File: src/rtl/serial_acc_pkg.sv
// rtl/serial_acc_pkg.sv - shared types and constants for the bit-serial accumulator
package serial_acc_pkg;

  localparam int DEFAULT_WIDTH = 8;

  typedef enum logic [1:0] {
    ST_IDLE = 2'd0,
    ST_BUSY = 2'd1,
    ST_DONE = 2'd2
  } state_e;

  // Bit counter runs WIDTH-1 down to 0, so it needs clog2(WIDTH) bits (at least one).
  function automatic int cnt_width(input int w);
    return (w <= 2) ? 1 : $clog2(w);
  endfunction

endpackage

File: src/rtl/bit_full_addr.sv
// rtl/bit_full_addr.sv - 1-bit full adder from two half adders and an OR for carry
module bit_full_addr (
  input  logic a_i,
  input  logic b_i,
  input  logic c_i,
  output logic s_o,
  output logic c_o
);

  logic s0, c0, c1;

  half_addr u_ha0 (.a_i(a_i), .b_i(b_i), .s_o(s0),  .c_o(c0));
  half_addr u_ha1 (.a_i(s0),  .b_i(c_i), .s_o(s_o), .c_o(c1));

  assign c_o = c0 | c1;

endmodule

File: src/rtl/half_addr.sv
// rtl/half_addr.sv - 1-bit half adder
module half_addr (
  input  logic a_i,
  input  logic b_i,
  output logic s_o,
  output logic c_o
);

  assign s_o = a_i ^ b_i;
  assign c_o = a_i & b_i;

endmodule

File: src/rtl/serial_acc_ctrl.sv
// rtl/serial_acc_ctrl.sv - bit-serial accumulator controller sharing one full-adder cell
// Optional subtract support (op port) is enabled with SERIAL_ACC_SUB_EN.
module serial_acc_ctrl
  import serial_acc_pkg::*;
#(
  parameter int WIDTH = DEFAULT_WIDTH
) (
  input  logic             clk,
  input  logic             rst_n,
  input  logic             in_valid,
  input  logic [WIDTH-1:0] in_data,
  output logic             in_ready,
  input  logic             clear,
`ifdef SERIAL_ACC_SUB_EN
  input  logic             op,
`endif
  output logic [WIDTH-1:0] acc,
  output logic             carry_out,
  output logic             ovf,
  output logic             done
);

  localparam int CW = cnt_width(WIDTH);

  state_e           state_q, state_d;
  logic [WIDTH-1:0] acc_q, acc_d;
  logic [WIDTH-1:0] opnd_q, opnd_d;
  logic             carry_q, carry_d;
  logic [CW-1:0]    cnt_q, cnt_d;
  logic             cout_q, cout_d;
  logic             ovf_q, ovf_d;

  logic cell_sum, cell_carry;
  logic sub_sel;

`ifdef SERIAL_ACC_SUB_EN
  assign sub_sel = op;
`else
  assign sub_sel = 1'b0;
`endif

  bit_full_addr u_cell (
    .a_i(acc_q[0]),
    .b_i(opnd_q[0]),
    .c_i(carry_q),
    .s_o(cell_sum),
    .c_o(cell_carry)
  );

  always_ff @(posedge clk or negedge rst_n) begin
    if (!rst_n) begin
      state_q <= ST_IDLE;
      acc_q   <= '0;
      opnd_q  <= '0;
      carry_q <= 1'b0;
      cnt_q   <= '0;
      cout_q  <= 1'b0;
      ovf_q   <= 1'b0;
    end else begin
      state_q <= state_d;
      acc_q   <= acc_d;
      opnd_q  <= opnd_d;
      carry_q <= carry_d;
      cnt_q   <= cnt_d;
      cout_q  <= cout_d;
      ovf_q   <= ovf_d;
    end
  end

  always_comb begin
    state_d = state_q;
    acc_d   = acc_q;
    opnd_d  = opnd_q;
    carry_d = carry_q;
    cnt_d   = cnt_q;
    cout_d  = cout_q;
    ovf_d   = ovf_q;
    unique case (state_q)
      ST_IDLE: begin
        // Clear takes effect before an accept in the same cycle, so the operand adds to zero.
        if (clear) begin
          acc_d  = '0;
          cout_d = 1'b0;
          ovf_d  = 1'b0;
        end
        if (in_valid) begin
          opnd_d  = sub_sel ? ~in_data : in_data;
          carry_d = sub_sel;
          cnt_d   = CW'(WIDTH - 1);
          state_d = ST_BUSY;
        end
      end
      ST_BUSY: begin
        acc_d   = {cell_sum, acc_q[WIDTH-1:1]};
        opnd_d  = opnd_q >> 1;
        carry_d = cell_carry;
        cnt_d   = cnt_q - 1'b1;
        if (cnt_q == '0) begin
          cout_d  = cell_carry;
          ovf_d   = ovf_q | cell_carry;
          state_d = ST_DONE;
        end
      end
      ST_DONE: state_d = ST_IDLE;
      default: state_d = ST_IDLE;
    endcase
  end

  assign in_ready  = (state_q == ST_IDLE);
  assign done      = (state_q == ST_DONE);
  assign acc       = acc_q;
  assign carry_out = cout_q;
  assign ovf       = ovf_q;

endmodule

File: config.mk
export PLATFORM = sky130hd
export DESIGN_NAME = serial_acc_ctrl
export DESIGN_NICKNAME = d
export VERILOG_FILES = /design/src/rtl/serial_acc_pkg.sv /design/src/rtl/bit_full_addr.sv /design/src/rtl/half_addr.sv /design/src/rtl/serial_acc_ctrl.sv
export SDC_FILE = /design/constraint.sdc
export NUM_CORES = 1
export LEC_CHECK = 0
export ABC_AREA = 1
export CAP_MARGIN = 20
export CORE_MARGIN = 2
export CORE_UTILIZATION = 60
export CTS_CLUSTER_SIZE = 8
export DETAILED_ROUTE_END_ITERATION = 8
export DONT_BUFFER_PORTS = 1
export GPL_ROUTABILITY_DRIVEN = 0
export HOLD_SLACK_MARGIN = 0.02
export PLACE_DENSITY = 0.76
export REMOVE_ABC_BUFFERS = 1
export SLEW_MARGIN = 20
export SYNTH_ARGS = -nofsm -noshare
export SYNTH_HDL_FRONTEND = slang
export SYNTH_SLANG_ARGS = --single-unit
File: constraint.sdc
create_clock -name clk -period 1.3 [get_ports clk]
set_input_delay 0.13 -clock clk [delete_from_list [all_inputs] [get_ports clk]]
set_output_delay 0.13 -clock clk [all_outputs]
set_load 0.05 [all_outputs]
==> results of run 1 <==
[cell usage in the layout (no fill, tap or decap), types with 2 or more instances in the layout]
| cell | netlist | routed |
|---|---|---|
| nand3_1 | 11 | 10 |
| dfrtp_1 | 24 | 24 |
| o22ai_1 | 6 | 6 |
| inv_2 | 3 | 3 |
| clkbuf_4 | 0 | 3 |
| nand2_4 | 0 | 2 |
| o21ai_1 | 3 | 3 |
| buf_6 | 1 | 2 |
| ha_1 | 2 | 2 |
| nor2_4 | 0 | 2 |
| nand2_1 | 50 | 50 |
| inv_1 | 11 | 11 |
| dlygate4sd3_1 | 0 | 10 |
| buf_8 | 0 | 2 |
| o211ai_1 | 2 | 2 |
| buf_4 | 4 | 20 |
[worst paths after layout]
kind / startpoint / endpoint / slack, ns
setup / recovery: state_q[0] / in_ready / -0.03
hold / removal: in_data[2] / opnd_q[2] / 0.02
setup reg to reg: cnt_q[0] / carry_out / 0.04
hold reg to reg: opnd_q[7] / opnd_q[7] / 0.50
max in group asynchronous: rst_n / carry_q / 0.64
min in group asynchronous: rst_n / acc[5] / 0.31
[synth_stat cells (all sizes together)]
cell type and instances:
buf 6, dfrtp 24, fa 1, ha 2
inv 14, mux2i 1, nand2 52, nand3 11
nor2 3, o211ai 2, o21ai 4, o22ai 6
[flip-flops by register name (all words and copies together) (netlist names)]
name and cells:
cnt_q 3, state_q 2, carry_q 1, ovf 1
carry_out 1, acc 8, opnd_q 8
[layer usage]
| metal | vias to the layer above | part of all wire (%) | GRT usage [%] | routed length (microns) |
|---|---|---|---|---|
| met1 | 466 | 43 | 32.8 | 1190 |
| met5 | - | 0 | 0 | 0 |
| met4 | 0 | 2.3 | 8.89 | 65 |
| li1 | 462 | - | - | - |
| met2 | 49 | 48 | 41.6 | 1360 |
| met3 | 8 | 6.4 | 9.62 | 179 |
[tightest hold or removal path: stages]
cell     delay [ns]
nand2_1        0.03
nand2_1        0.05
nand2_1        0.05
nand2_1        0.05
[report_power, final]
part / total [mW] / internal, mW / switching, mW
Combinational: 2.15 / 0.809 / 1.35
Sequential: 1.21 / 1.03 / 0.183
Clock: 0.538 / 0.312 / 0.226
[cell families after synthesis]
logic type,after synthesis
AO/OA/AOI/OAI,12
adder cells (fa/ha/maj),3
buffers and inverters,20
flip-flops,24
multiplexers,1
AND/OR/NAND/NOR,66
[per-stage QoR]
step                      setup TNS [ns]  hold slack, ns
after detailed placement               0          -0.165
final                            -0.0395          0.0196
after CTS                              0          0.0240
after floorplan                    -1.39          -0.166
after global routing              -0.115          0.0192
after global placement                 0          -0.165
[layout make-up]
cell class	instances	area (sq um)
multi-input combinational	82	435
clock inverter	1	30.0
inverter	14	52.6
fill	99	246
tap	25	31.3
clock buffer	3	22.5
timing repair buffer	35	308
sequential	24	601
[repair_timing]
action                     in CTS  in global routing
resized for setup               7                  7
setup buffers                   5                  3
hold endpoints to repair       32                 26
hold buffers                    9                  2
setup endpoints to repair       2                 10
pin swaps                       1                  1
==> results.sh, run 1 <==
export IMPL_rsz0062_at_grt="yes"
export IMPL_fp_dieH_microns=46.8
export IMPL_fin_cells=184
export IMPL_syn_area_sq_um=1100
export IMPL_row_count=15
export IMPL_post_route_util_pct=85.7
export IMPL_root_buffer="clkbuf_4"
export IMPL_cp_depth=3
export IMPL_yosysSeqAreaShare_pct=54.7
export IMPL_drive_gt1_share_pct=23.9
export IMPL_maxCapViolCount=0
export IMPL_pre_cts_ws_ns=0.0483
export IMPL_drtIter0Drc=40
export IMPL_max_freq_mhz=753
export IMPL_fin_skew_ns=0.00339
export IMPL_ctsHtreeMaxLevel=1
export IMPL_cts_tree="built"
export IMPL_cp_data_arrival_time_ns=1.20
export IMPL_final_area_sq_um=1480
export IMPL_endpoint_kind="output port"
export IMPL_io_buffers=0
export IMPL_start_util_pct=63.6
export IMPL_worst_pin_slew_ns=0.529
export IMPL_yosys_area_top_type_share_pct=54.7
export IMPL_failed_checks="setup timing"
export IMPL_syn_area_per_cell_sq_um=8.71
export IMPL_numCtsBuffers=3
export IMPL_critPathSlowestCell="dfrtp_1"
export IMPL_hold_depth=4
export IMPL_num_vias=985
export IMPL_grt_pass1_vias=925
export IMPL_die_width_microns=46.8
export IMPL_cellPowerDensity_nw_per_um2=2640
export IMPL_n_antenna_cell=0
export IMPL_cp_num_buf_inv=2
export IMPL_final_hold_violation_count=0
export IMPL_setup_viol=2
export IMPL_p_leak_nw=0.797
export IMPL_max_slew_margin_pct=64.7
export IMPL_synth_top_family_by_area="simple AND/OR/NAND/NOR gates"
export IMPL_synthAdderAreaFrac_pct=4.10
export IMPL_worst_r2r_cell_count=8
export IMPL_clock_path_buffers=2
export IMPL_fin_crit_sh_pct=102
export IMPL_ys_seq_elements=24
export IMPL_required_ns=1.17
export IMPL_ant_nets=0
export IMPL_core_sq_um=1730
export IMPL_period_needed_ns=1.33
export IMPL_antenna_found_initial=0
export IMPL_synth_compound_gate_area_share_pct=6.96
export IMPL_synth_largest_area_cell="dfrtp_1"
export IMPL_grt_first_pass_wirelength_mm=3.95
export IMPL_grt_util_all_layers_pct=26.0
export IMPL_synth_xor_xnor_area_share_pct=0
export IMPL_placed_cell_area_sq_um=1200
export IMPL_first_pass_iters=4
export IMPL_wl_per_cell_microns=15.2
export IMPL_nets=175
export IMPL_via_per_inst=5.35
export IMPL_outcome="finished with violations"
export IMPL_synthTopCellsByArea="dfrtp_1 55%, nand2_1 17%, nand3_1 5.0%"
export IMPL_insertion_delay_ns=0.32
export IMPL_timing_final_ws_setup_ns=-0.0281
export IMPL_path_class="reg2out"
export IMPL_synth_cell_type_count=17
export IMPL_ios=24
export IMPL_synth_mux_area_share_pct=0.912
export IMPL_maxSlewViolCount=0
export IMPL_drc=0
export IMPL_clk_pin_slew_worst_paths_ns=0.13
export IMPL_dp_cells=161
export IMPL_die_area_sq_um=2190
export IMPL_place_hpwl_mm=1.61
export IMPL_worstSetupStartpointType="register"
export IMPL_hold_path_class="in2reg"
export IMPL_worstPathMaxFanout=3
export IMPL_synthSimpleGateAreaFrac_pct=24.3
export IMPL_area_growth_pct=34.9
export IMPL_max_stage_delay_ns=0.43
export IMPL_overflow=0
export IMPL_critical_path_top_delay_family="flip-flops"
export IMPL_yosysWarnings=0
export IMPL_cp_cell_sequence="buf_6, nor2_4, buf_8"
export IMPL_power_mw=3.90
export IMPL_vdd_drop_max_uv=1670
export IMPL_wirelength_mm=2.80
export IMPL_clock_sinks=24
export IMPL_grt_max_degree=25
export IMPL_netlist_instances=126
Power figures use the tool's default switching activity.
==> run 2, diff against run 1 <==
==> constraint.sdc (replaced) <==
create_clock -name clk -period 1.3 [get_ports clk]
set_input_delay 0.13 -clock clk [delete_from_list [all_inputs] [get_ports clk]]
set_output_delay 0.13 -clock clk [all_outputs]
set_load 0.1 [all_outputs]
==> run 2 against run 1 <==
- the run still ends with setup timing left
- design area is 1.2% higher
- register-to-register slack got worse by 0.05 ns
- utilization grew 1.0 points
- wire length grew 4.4%
==> results.sh, run 2 (synthesized netlist as in run 1, its figures left out) <==
export IMPL_outcome="finished with violations"
export IMPL_failed_checks="setup timing"
export IMPL_use_met1_pct=38.3
export IMPL_ios=24
export IMPL_area_growth_pct=36.5
export IMPL_maxSlewViolCount=0
export IMPL_hold_ws_ns=0.0342
export IMPL_first_pass_iters=4
export IMPL_final_hold_violation_count=0
export IMPL_fp_dieH_microns=46.8
export IMPL_max_freq_mhz=745
export IMPL_rsz0062_at_grt="yes"
export IMPL_ant_nets=0
export IMPL_drc=0
export IMPL_start_util_pct=63.6
export IMPL_critical_path_top_delay_family="flip-flops"
export IMPL_cp_data_arrival_time_ns=1.21
export IMPL_use_met3_pct=9.23
export IMPL_num_vias=1008
export IMPL_clock_path_buffers=2
export IMPL_max_stage_delay_ns=0.44
export IMPL_n_antenna_cell=0
export IMPL_tns_ns=-0.0797
export IMPL_period_needed_ns=1.34
export IMPL_clock_sinks=24
export IMPL_insertion_delay_ns=0.32
export IMPL_row_count=15
export IMPL_nets=177
export IMPL_timing_final_ws_setup_ns=-0.0431
export IMPL_grt_max_degree=25
export IMPL_worst_pin_slew_ns=0.539
export IMPL_post_route_util_pct=86.7
export IMPL_gr_usage_met2_pct=52.6
export IMPL_grt_first_pass_wirelength_mm=4.57
export IMPL_core_sq_um=1730
export IMPL_fin_crit_sh_pct=103
export IMPL_grt_util_all_layers_pct=31.0
export IMPL_fin_cells=186
export IMPL_cts_tree="built"
export IMPL_p_leak_nw=0.803
export IMPL_vdd_drop_max_uv=2040
export IMPL_cp_cell_sequence="buf_4, nor2_4, buf_12"
export IMPL_busiest_layer="met2"
export IMPL_path_class="reg2out"
export IMPL_io_buffers=0
export IMPL_mostFrequentLayoutCells="50 x nand2_1, 23 x dfrtp_1, 23 x buf_4, 10 x inv_1, 10 x nand3_1"
export IMPL_numCtsBuffers=3
export IMPL_max_slew_margin_pct=64.1
export IMPL_setup_viol=3
export IMPL_required_ns=1.17
export IMPL_hold_path_class="in2reg"
export IMPL_place_hpwl_mm=1.51
export IMPL_maxCapViolCount=0
export IMPL_antenna_found_initial=0
export IMPL_drive_gt1_share_pct=27.3
export IMPL_dp_cells=163
export IMPL_cellPowerDensity_nw_per_um2=2950
export IMPL_fin_skew_ns=0.00446
export IMPL_via_per_inst=5.42
export IMPL_final_common_cell="nand2_1"
export IMPL_worstSetupStartpointType="register"
export IMPL_root_buffer="clkbuf_4"
export IMPL_drtIter0Drc=27
export IMPL_ff2ff_setup_slack_ns=-0.01
export IMPL_wl_per_cell_microns=15.7
export IMPL_grt_pass1_vias=975
export IMPL_wirelength_mm=2.92
export IMPL_critPathSlowestCell="dfrtp_1"
export IMPL_cp_num_buf_inv=2
export IMPL_overflow=0
export IMPL_pre_cts_ws_ns=0.111
export IMPL_endpoint_kind="output port"
export IMPL_clk_pin_slew_worst_paths_ns=0.13
export IMPL_die_area_sq_um=2190
export IMPL_die_width_microns=46.8
export IMPL_ctsHtreeMaxLevel=1
export IMPL_worstPathMaxFanout=2
-- run 2: where the power goes --
group / leakage [nW] / switching [mW] / total, mW / internal [mW]
Sequential: 0.310 / 0.169 / 1.20 / 1.03
Clock: 0.0279 / 0.227 / 0.539 / 0.312
Combinational: 0.465 / 1.83 / 2.68 / 0.842
Total: 0.803 / 2.23 / 4.42 / 2.19
-- run 2: final timing paths --
check	cells past startpoint	start	end
setup / recovery	3	state_q[1]	in_ready
max in group asynchronous	2	rst_n	state_q[0]
min in group asynchronous	2	rst_n	acc[7]
hold reg to reg	2	opnd_q[5]	opnd_q[5]
setup reg to reg	5	state_q[1]	acc[4]
hold / removal	4	in_data[2]	opnd_q[2]
-- run 2: stage by stage --
step / instance area, sq um / total power, mW
final: 1500 / 4.42
after global routing: 1500 / 4.66
after CTS: 1460 / 4.20
after detailed placement: 1250 / 3.48
after global placement: 1250 / 3.43
after floorplan: 1050 / 2.85
-- run 2: worst register-to-register path, stage by stage, from the launching register on --
cell and delay [ns]:
dfrtp_1 0.44, inv_2 0.09, buf_4 0.13, nand2_4 0.12, buf_4 0.20, o22ai_1 0.24
-- run 2: layout make-up --
type	instances	area, sq um
Sequential cell	24	602
Multi-Input combinational cell	82	429
Timing Repair Buffer	37	330
Fill cell	83	229
Inverter	14	52.6
Tap cell	25	31.3
Clock inverter	1	30.0
Clock buffer	3	22.5
-- run 2: what timing repair did --
action / in CTS / in global routing
gates cloned: 0 / 0
endpoints found under the setup margin: 2 / 12
hold buffers: 9 / 1
setup buffers: 7 / 2
gates resized for setup: 4 / 5
hold endpoints to repair: 34 / 24
pin swaps: 2 / 2
-- run 2: metal layers --
layer  part of all wire (%)  up-vias
li1                       -      466
met1                     41      489
met2                     50       45
met3                    6.9        8
met4                    2.4        0
met5                      0        -
